<file path="config.mk">
export PLATFORM = sky130hd
export DESIGN_NAME = uart_tx_fifo
export DESIGN_NICKNAME = d
export VERILOG_FILES = /design/src/rtl/uart_tx_fifo.sv
export SDC_FILE = /design/constraint.sdc
export NUM_CORES = 1
export LEC_CHECK = 0
export BUFFER_PORTS_ARGS = -buffer_cell sky130_fd_sc_hd__buf_2
export CORE_ASPECT_RATIO = 0.5
export CORE_UTILIZATION = 59
export CTS_CLUSTER_SIZE = 20
export DETAILED_ROUTE_END_ITERATION = 16
export GPL_TIMING_DRIVEN = 0
export HOLD_SLACK_MARGIN = 0.05
export PLACE_DENSITY = 0.88
export SYNTH_ARGS = -nofsm -noshare
export SYNTH_HDL_FRONTEND = slang
export SYNTH_SLANG_ARGS = --single-unit
</file>
<file path="constraint.sdc">
create_clock -name clkI -period 2.4 [get_ports clkI]
set_input_delay 0.24 -clock clkI [delete_from_list [all_inputs] [get_ports clkI]]
set_output_delay 0.24 -clock clkI [all_outputs]
set_load 0.03 [all_outputs]
</file>
<file path="src/rtl/uart_tx_fifo.sv">
// UART transmitter fed by a small byte FIFO.
// A frame is a start bit, 8 data bits LSB first, an optional parity bit and STOP_BITS stop bits.
module uart_tx_fifo #(
    parameter int CLK_FREQ   = 1_000_000,
    parameter int BAUD_BASE  = 62_500,
    parameter int FIFO_DEPTH = 4,
    parameter int STOP_BITS  = 1
) (
    input  logic                          clkI,
    input  logic                          reset,
    input  logic [1:0]                    baud_rate,
    input  logic [1:0]                    parity_type,
    input  logic [7:0]                    tx_data,
    input  logic                          tx_valid,
    output logic                          tx_ready,
    output logic                          data_tx,
    output logic                          tx_busy,
    output logic                          tx_done,
    output logic [$clog2(FIFO_DEPTH):0]   fifo_count
);
    localparam int AW   = $clog2(FIFO_DEPTH);
    localparam int DIV0 = CLK_FREQ / BAUD_BASE;
    localparam int DIV1 = CLK_FREQ / (BAUD_BASE * 2);
    localparam int DIV2 = CLK_FREQ / (BAUD_BASE * 4);
    localparam int DIV3 = CLK_FREQ / (BAUD_BASE * 8);
    localparam int CW   = (DIV0 > 1) ? $clog2(DIV0) : 1;
    localparam logic [AW:0] FULL_CNT = FIFO_DEPTH[AW:0];

    // state  | meaning
    // IDLE   | line high, pop next byte when FIFO non-empty
    // START  | start bit (low)
    // DATA   | 8 data bits, LSB first
    // PARITY | parity bit, only when parity enabled
    // STOP   | STOP_BITS stop bits (high), tx_done on exit
    typedef enum logic [2:0] {
        S_IDLE,
        S_START,
        S_DATA,
        S_PARITY,
        S_STOP
    } state_t;

    logic [7:0]    r_mem [FIFO_DEPTH];
    logic [AW-1:0] r_wr_ptr;
    logic [AW-1:0] r_rd_ptr;
    logic [AW:0]   r_count;

    state_t        r_state;
    logic [CW-1:0] r_cnt;
    logic [2:0]    r_bit;
    logic [7:0]    r_shift;
    logic [CW-1:0] r_div_m1;
    logic          r_par_en;
    logic          r_par_bit;
    logic          r_data_tx;
    logic          r_tx_done;

    state_t        w_state_nxt;
    logic [CW-1:0] w_cnt_nxt;
    logic [2:0]    w_bit_nxt;
    logic [7:0]    w_shift_nxt;
    logic [CW-1:0] w_div_m1_nxt;
    logic          w_par_en_nxt;
    logic          w_par_bit_nxt;
    logic          w_data_tx_nxt;
    logic          w_tx_done_nxt;
    logic          w_push;
    logic          w_pop;
    logic          w_bit_end;
    logic [7:0]    w_rd_data;
    logic [CW-1:0] w_div_m1_sel;

    assign tx_ready   = (r_count != FULL_CNT);
    assign w_push     = tx_valid && tx_ready;
    assign w_rd_data  = r_mem[r_rd_ptr];
    assign w_bit_end  = (r_cnt == r_div_m1);
    assign data_tx    = r_data_tx;
    assign tx_busy    = (r_state != S_IDLE);
    assign tx_done    = r_tx_done;
    assign fifo_count = r_count;

    always_comb begin
        case (baud_rate)
            2'b00:   w_div_m1_sel = CW'(DIV0 - 1);
            2'b01:   w_div_m1_sel = CW'(DIV1 - 1);
            2'b10:   w_div_m1_sel = CW'(DIV2 - 1);
            default: w_div_m1_sel = CW'(DIV3 - 1);
        endcase
    end

    always_ff @(posedge clkI) begin
        if (reset) begin
            r_wr_ptr <= '0;
            r_rd_ptr <= '0;
            r_count  <= '0;
        end else begin
            if (w_push) r_wr_ptr <= r_wr_ptr + AW'(1);
            if (w_pop)  r_rd_ptr <= r_rd_ptr + AW'(1);
            if (w_push && !w_pop)      r_count <= r_count + (AW+1)'(1);
            else if (!w_push && w_pop) r_count <= r_count - (AW+1)'(1);
        end
    end

    always_ff @(posedge clkI) begin
        if (w_push) r_mem[r_wr_ptr] <= tx_data;
    end

    always_ff @(posedge clkI) begin
        if (reset) begin
            r_state   <= S_IDLE;
            r_cnt     <= '0;
            r_bit     <= '0;
            r_shift   <= '0;
            r_div_m1  <= '0;
            r_par_en  <= 1'b0;
            r_par_bit <= 1'b0;
            r_data_tx <= 1'b1;
            r_tx_done <= 1'b0;
        end else begin
            r_state   <= w_state_nxt;
            r_cnt     <= w_cnt_nxt;
            r_bit     <= w_bit_nxt;
            r_shift   <= w_shift_nxt;
            r_div_m1  <= w_div_m1_nxt;
            r_par_en  <= w_par_en_nxt;
            r_par_bit <= w_par_bit_nxt;
            r_data_tx <= w_data_tx_nxt;
            r_tx_done <= w_tx_done_nxt;
        end
    end

    // data_tx is registered, so each transition loads the level of the state being entered
    always_comb begin
        w_state_nxt   = r_state;
        w_cnt_nxt     = r_cnt;
        w_bit_nxt     = r_bit;
        w_shift_nxt   = r_shift;
        w_div_m1_nxt  = r_div_m1;
        w_par_en_nxt  = r_par_en;
        w_par_bit_nxt = r_par_bit;
        w_data_tx_nxt = r_data_tx;
        w_tx_done_nxt = 1'b0;
        w_pop         = 1'b0;
        case (r_state)
            S_IDLE: begin
                w_data_tx_nxt = 1'b1;
                if (r_count != '0) begin
                    w_pop         = 1'b1;
                    w_shift_nxt   = w_rd_data;
                    w_div_m1_nxt  = w_div_m1_sel;
                    w_par_en_nxt  = parity_type[0] ^ parity_type[1];
                    w_par_bit_nxt = (parity_type == 2'b01) ? ~^w_rd_data : ^w_rd_data;
                    w_cnt_nxt     = '0;
                    w_data_tx_nxt = 1'b0;
                    w_state_nxt   = S_START;
                end
            end
            S_START: begin
                if (w_bit_end) begin
                    w_cnt_nxt     = '0;
                    w_bit_nxt     = '0;
                    w_data_tx_nxt = r_shift[0];
                    w_state_nxt   = S_DATA;
                end else begin
                    w_cnt_nxt = r_cnt + CW'(1);
                end
            end
            S_DATA: begin
                if (w_bit_end) begin
                    w_cnt_nxt   = '0;
                    w_shift_nxt = r_shift >> 1;
                    if (r_bit == 3'd7) begin
                        w_bit_nxt = '0;
                        if (r_par_en) begin
                            w_data_tx_nxt = r_par_bit;
                            w_state_nxt   = S_PARITY;
                        end else begin
                            w_data_tx_nxt = 1'b1;
                            w_state_nxt   = S_STOP;
                        end
                    end else begin
                        w_bit_nxt     = r_bit + 3'd1;
                        w_data_tx_nxt = r_shift[1];
                    end
                end else begin
                    w_cnt_nxt = r_cnt + CW'(1);
                end
            end
            S_PARITY: begin
                if (w_bit_end) begin
                    w_cnt_nxt     = '0;
                    w_bit_nxt     = '0;
                    w_data_tx_nxt = 1'b1;
                    w_state_nxt   = S_STOP;
                end else begin
                    w_cnt_nxt = r_cnt + CW'(1);
                end
            end
            S_STOP: begin
                if (w_bit_end) begin
                    w_cnt_nxt = '0;
                    if (r_bit == 3'(STOP_BITS - 1)) begin
                        w_tx_done_nxt = 1'b1;
                        w_data_tx_nxt = 1'b1;
                        w_state_nxt   = S_IDLE;
                    end else begin
                        w_bit_nxt = r_bit + 3'd1;
                    end
                end else begin
                    w_cnt_nxt = r_cnt + CW'(1);
                end
            end
            default: begin
                w_data_tx_nxt = 1'b1;
                w_state_nxt   = S_IDLE;
            end
        endcase
    end
endmodule

</file>
==> summary.md, run 1 <==
| Metric | Value |
|---|---|
| Die X | 103.8 um |
| Drt drc | 1 |
| Largest cells by area after synthesis | edfxtp_1 31%, dfxtp_1 23%, nor2_1 4.2%, ha_1 4.1%, mux2i_1 3.6% |
| Clk root buf | clkbuf_8 |
| Hold Path End | r_mem[1][2] |
| Hold Crit Class | in -> reg |
| WL final | 6000 um |
| Ports | 22 |
| Syn nets | 282 |
| R2r startpoint | fifo_count[0] |
| Cts hold-fix bufs | 0 |
| Post-synthesis area per instance | 11.94 um2 |
| Critical path peak fanout | 6 |
| H-tree levels | 3 |
| Insertion delay to the later sink of the worst-skew pair | 0.34 ns |
| Reg2reg end | fifo_count[2] |
| R2R Setup Slk | 0.17 ns |
| RSZ-0062 raised after global routing | no |
| Crit path kind | reg -> reg |
| Initial antenna violation count | 0 |
| Static Leakage | 0.001314 uW |
| CP Launch Type | register |
| Period utilisation layout | 0.9306 |
| Status | finished, violations left |
| Post-synth top area share | 0.3144 |
| Hold Path Depth | 1 |
| Placeable Area | 4955 um2 |
| Compound-Gate Fraction of Synth Area | 0.09660 |
| Synth Warn # | 0 |
| Slowest stage delay, CP | 0.37 ns |
| Crit-path cells | nor3_2 > nor2_1 > inv_2 > ha_1 > inv_1 > fa_1 > xor2_1 > or3_1 > a21oi_1 |
| Min-delay src | tx_data[2] |
| Vias per cell | 5.753 |
| Post-Syn Area | 3057 um2 |
| Post-DP HPWL | 4020 um |
| Arr. time, crit path | 2.49 ns |
| Max-Cap Viols | 0 |
| Slew Limit Fails | 0 |
| TritonCTS clock tree | yes |
| Worst clock skew | 0.008376 ns |
| Worst setup EP type | register |
| Largest family of logic cells by synthesized area | simple AND/OR/NAND/NOR gates |
| Fraction of the mapped netlist area in adder cells | 0.04748 |
| Sequential fraction of the synthesis area | 0.5436 |
| #FFs+latches synth | 67 |
| Vias | 2,071 |
| Post-synth EDFFs | 32 |
| Post-route design area | 3427 um2 |
| GPL Wtd Cong | 0.8450 |
| Post-CTS sizing | 0 |
| Clock buffer depth | 2 |
| Postcts setup bufs | 0 |
| Clock sinks | 67 |
| Setup slack after layout | 0.1665 ns |
| Largest net degree at the start of global routing | 13 |
| Reg clk slew, reported paths | 0.07 ns |
| Worst setup startpoint | fifo_count[0] |
| Layout cell share with drive strength beyond 1 | 0.2069 |
| Post-synth top area cell | edfxtp_1 |
| GR Overflow Total | 0 |
| Post-synthesis mux area share | 0.09988 |
| GRT Overall Usage | 0.2357 |
| Main synth FF type | dfxtp_1 |
| Synth Area in Simple Gates | 0.1269 |
| Cell Area, Placed | 3249 um2 |
| Post-Synthesis Cells | 256 |
| Hold Fails Final Rpt | 0 |
| Final setup vio count | 0 |
| Vias in the first global route | 2,001 |
| Pwr/cell area | 1296 nW/um2 |
| Worst-case vdd ir drop | 594.9 uV |
| Initial Utilization | 0.6169 |
| Setup WS pre-CTS | -0.09180 ns |
| Worst slew pin tran | 0.6138 ns |
| Num CTS Buffers | 9 |
| DR pass1 iterations | 11 |
| IO buf count | 20 |
| Initial DRC count | 118 |
| Fillers | 338 |
| Avg WL per Cell | 16.67 um |
| Crit path time final | 2.233 ns |
| First-pass GRT wire length | 9411 um |
| Asr flop ratio synth | 0 |
| Violated checks | design-rule violations |
| Row cnt | 18 |
| N_diodes | 0 |
| Die Ht | 52.90 um |
| Achievable Freq | 0.4477 GHz |
| Register-to-Register Path Depth | 9 |
| Max_slew headroom | 0.5877 |
| CP max-delay cell | fa_1 |
| Synth Area in XOR/XNOR | 0.04994 |
| Nets | 311 |
| Area Overhead vs Synth | 12.12% |
| Die footprint | 5490 um2 |
| CP required | 2.66 ns |
| Utilization after layout | 0.6917 |
| DRT antenna net count | 0 |
| Synth unique cells | 46 |
area by class of cell:
type                            instances  area, um2  area share
Sequential cell                        67       1665      0.4859
Clock inverter                          6      41.29     0.01205
Timing Repair Buffer                   20      100.1     0.02921
Clock buffer                           10      137.6     0.04016
Buffer                                 11      56.30     0.01643
Inverter                               12      45.04     0.01314
Tap cell                               70      87.58     0.02556
Multi-Input combinational cell        164       1294      0.3775
kinds of logic after synthesis:
group,after synthesis
AND/OR/NAND/NOR,77
buffers and inverters,25
multiplexers,19
flip-flops,67
XOR/XNOR,15
AO/OA/AOI/OAI,42
adder cells (fa/ha/maj),11
state kept, by name, indices dropped and copies added, names as in the netlist, 2 cells and up, named ones only:
name,cells
r_rd_ptr,2
r_wr_ptr,2
r_state,3
fifo_count,3
r_bit,3
r_mem,32
r_cnt,4
r_div_m1,4
r_shift,8
cell usage after synthesis, drive strengths merged, types with 2 or more instances:
master and number:
inv 12, or3 5, and3 4, a211oi 9
dfxtp 35, o21ai 8, nand3b 5, ha 10
nor2b 2, nor2 34, mux2i 11, nor3 6
edfxtp 32, clkbuf 8, or2 2, nand3 2
o211ai 2, buf 5, xnor2 5, a22oi 3
o211a 2, xor2 9, nor3b 2, nand2b 2
nand2 10, mux4 8, a21oi 12
where the power goes:
part	switching (uW)	internal (uW)	leakage (uW)
Sequential	173	1450	0.000582
Combinational	1150	844	0.000647
Clock	428	400	0.0000843
Total	1750	2690	0.00131
through the flow:
step	total power (uW)	setup TNS, ns	cells	hold WS, ns
2_1_floorplan	3160	0	256	0.3356
3_3_place_gp	3469	0	346	0.4495
3_5_place_dp	3572	-0.09180	346	0.4633
4_1_cts	4435	0	361	0.09607
5_1_grt	4705	0	360	0.09985
6_report	4443	0	360	0.1148
cells in the final DEF (no fill, tap or decap), types with 2 or more instances in the layout:
| cell type | count |
|---|---|
| nor2b_1 | 2 |
| mux4_2 | 4 |
| a211oi_1 | 9 |
| nor2_1 | 34 |
| and3_1 | 4 |
| or2_2 | 2 |
| ha_1 | 10 |
| buf_2 | 23 |
| a22oi_1 | 3 |
| xor2_1 | 9 |
| xnor2_1 | 4 |
| clkbuf_8 | 10 |
| nor3_1 | 5 |
| nand2_1 | 9 |
| dfxtp_2 | 3 |
| mux2i_1 | 11 |
| inv_1 | 11 |
| clkinv_2 | 2 |
| or3_1 | 5 |
| clkinvlp_4 | 3 |
| clkbuf_1 | 6 |
| nor3b_1 | 2 |
| nand3b_1 | 5 |
| dfxtp_1 | 32 |
| mux4_1 | 4 |
| nand2b_1 | 2 |
| a21oi_1 | 11 |
| edfxtp_1 | 32 |
| o21ai_0 | 7 |
| nand3_1 | 2 |
critical path: cells and delay by family (launching register included):
| family | cells | cell delay (ns) |
|---|---|---|
| adder cells (fa/ha/maj) | 2 | 0.56 |
| AND/OR/NAND/NOR | 3 | 0.69 |
| XOR/XNOR | 1 | 0.18 |
| AO/OA/AOI/OAI | 1 | 0.18 |
| flip-flops | 1 | 0.36 |
| buffers and inverters | 2 | 0.18 |
routing by layer:
metal,track usage,wire [um]
met4,0.05952,68
met5,0,0
met1,0.2714,2688
met3,0.09236,304
met2,0.4251,2939
how the worst max path moves through the flow:
| stage | depth (start not counted) | slack [ns] | to |
|---|---|---|---|
| floorplan | 11 | 0.06 | fifo_count[2] |
| finish | 9 | 0.17 | fifo_count[2] |
| detailed placement | 11 | -0.09 | fifo_count[2] |
| global placement | 11 | 0.03 | fifo_count[2] |
| CTS | 9 | 0.004 | fifo_count[2] |
| global route | 9 | 0.04 | fifo_count[2] |
(Power assumes the default switching activity.)
==> run 2: changes to the inputs <==
--- a/config.mk
+++ b/config.mk
@@ -6,13 +6,15 @@
 export NUM_CORES = 1
 export LEC_CHECK = 0
 export BUFFER_PORTS_ARGS = -buffer_cell sky130_fd_sc_hd__buf_2
+export CELL_PAD_IN_SITES_DETAIL_PLACEMENT = 2
+export CELL_PAD_IN_SITES_GLOBAL_PLACEMENT = 2
 export CORE_ASPECT_RATIO = 0.5
-export CORE_UTILIZATION = 59
+export CORE_UTILIZATION = 41
 export CTS_CLUSTER_SIZE = 20
 export DETAILED_ROUTE_END_ITERATION = 16
 export GPL_TIMING_DRIVEN = 0
 export HOLD_SLACK_MARGIN = 0.05
-export PLACE_DENSITY = 0.88
+export PLACE_DENSITY = 0.89
 export SYNTH_ARGS = -nofsm -noshare
 export SYNTH_HDL_FRONTEND = slang
 export SYNTH_SLANG_ARGS = --single-unit
==> summary.md, run 2 (synthesized netlist as in run 1, its figures left out) <==
| Metric | Value |
|---|---|
| Max reg flops | 32 |
| First-pass GRT wire length | 14,490 um |
| Critical path peak fanout | 11 |
| Worst slew pin tran | 0.6559 ns |
| Period utilisation layout | 0.9940 |
| M1 WL | 4131 um |
| Initial Utilization | 0.4407 |
| Worst setup EP type | register |
| Clock buffer depth | 2 |
| Hold Fails Final Rpt | 0 |
| Clock sinks | 67 |
| Row cnt | 21 |
| Most flops, register | r_mem |
| Ports | 22 |
| Utilization after layout | 0.5209 |
| Fillers | 674 |
| Crit path kind | reg -> reg |
| Final setup vio count | 0 |
| Most frequent cells in the layout | 34 x nor2_1, 32 x dfxtp_1, 32 x edfxtp_1 |
| Post-DP HPWL | 5829 um |
| Hold Crit Class | in -> reg |
| Die Ht | 63.06 um |
| Insertion delay to the later sink of the worst-skew pair | 0.34 ns |
| Static Leakage | 0.001378 uW |
| CP required | 2.67 ns |
| Largest net degree at the start of global routing | 14 |
| Num CTS Buffers | 9 |
| Vias in the first global route | 2,548 |
| Area Overhead vs Synth | 18.22% |
| GR Overflow Total | 0 |
| Top Layer Used | met4 |
| Cts hold-fix bufs | 0 |
| DR WL met2 | 5583 um |
| Worst-case vdd ir drop | 474.3 uV |
| Achievable Freq | 0.4192 GHz |
| Cells after DPL | 368 |
| GPL Wtd Cong | 0.8006 |
| Non-Filler Instances | 386 |
| Layout cell share with drive strength beyond 1 | 0.2313 |
| Arr. time, crit path | 2.65 ns |
| Largest regs | r_mem: 32 flops, r_shift: 8 flops |
| Met3 routed WL | 374 um |
| DR pass1 iterations | 5 |
| Die X | 124.1 um |
| Most common cell after layout, fill and taps aside | nor2_1 |
| Vias | 2,272 |
| CP Launch Type | register |
| H-tree levels | 3 |
| WL final | 10,470 um |
| Max-Cap Viols | 0 |
| Pwr/cell area | 1506 nW/um2 |
| Slew Limit Fails | 0 |
| Drt drc | 0 |
| DRT antenna net count | 0 |
| Vias per cell | 5.886 |
| Crit path time final | 2.386 ns |
| Status | completed |
| Reg clk slew, reported paths | 0.06 ns |
| Initial antenna violation count | 0 |
| Worst clock skew | 0.006289 ns |
| IO buf count | 20 |
| TritonCTS clock tree | yes |
| Clk root buf | clkbuf_16 |
| GRT Overall Usage | 0.2664 |
| Avg WL per Cell | 27.13 um |
| N_diodes | 0 |
| Nets | 315 |
| Max_slew headroom | 0.5594 |
| Initial DRC count | 159 |
| Die footprint | 7826 um2 |
| Placeable Area | 6937 um2 |
run 2: final cells by class:
type | instances | area, um2 | area share
clock buffer | 10 | 229.0 | 0.06337
multi-input combinational | 164 | 1316 | 0.3643
sequential | 67 | 1673 | 0.4629
timing repair buffer | 24 | 130.1 | 0.03601
tap | 92 | 115.1 | 0.03186
clock inverter | 6 | 48.80 | 0.01350
buffer | 11 | 56.30 | 0.01558
inverter | 12 | 45.04 | 0.01247
run 2: path summary, 6_finish.rpt:
check             cells past startpoint       start  slack (ns)             to
setup / recovery                     10  r_state[1]        0.01  fifo_count[2]
hold / removal                        1  tx_data[6]        0.11    r_mem[3][6]
setup reg to reg                     10  r_state[1]        0.01  fifo_count[2]
hold reg to reg                       2    r_bit[2]        0.50       r_bit[2]
run 2: layer usage:
layer / GRT usage / vias to the layer above
li1: - / 991
met1: 0.2892 / 1190
met2: 0.4551 / 61
met3: 0.07156 / 30
met4: 0.1786 / 0
met5: 0 / -
run 2: power by group:
| part | internal (uW) | leakage [uW] | switching (uW) | total (uW) |
|---|---|---|---|---|
| clock | 708 | 0.000126 | 551 | 1260 |
| combinational | 943 | 0.000669 | 1550 | 2490 |
| sequential | 1460 | 0.000583 | 233 | 1690 |
run 2: timing repair:
item,in CTS,in global routing
setup buffers,0,4
pin swaps,0,1
setup endpoints to repair,1,1
gates resized for setup,7,6
run 2: metrics by stage:
stage / hold WS [ns] / setup TNS (ns) / area (um2) / worst slack, ns / total power [uW]
floorplan: 0.3356 / 0 / 3062 / 0.06492 / 3160
global placement: 0.4497 / -0.03828 / 3277 / -0.03828 / 3523
detailed placement: 0.4615 / -0.2623 / 3277 / -0.2623 / 3752
CTS: 0.1067 / 0 / 3566 / 0.01935 / 5118
global route: 0.1062 / -0.04744 / 3613 / -0.04744 / 5637
finish: 0.1127 / 0 / 3613 / 0.01442 / 5442
run 2: worst max-delay path: stages (launching register included):
cell	delay, ns
dfxtp_4	0.39
nor3_2	0.25
inv_1	0.17
nor2_1	0.21
inv_2	0.10
ha_2	0.21
inv_1	0.10
fa_2	0.24
xor2_1	0.11
or3_1	0.35
a21oi_2	0.17
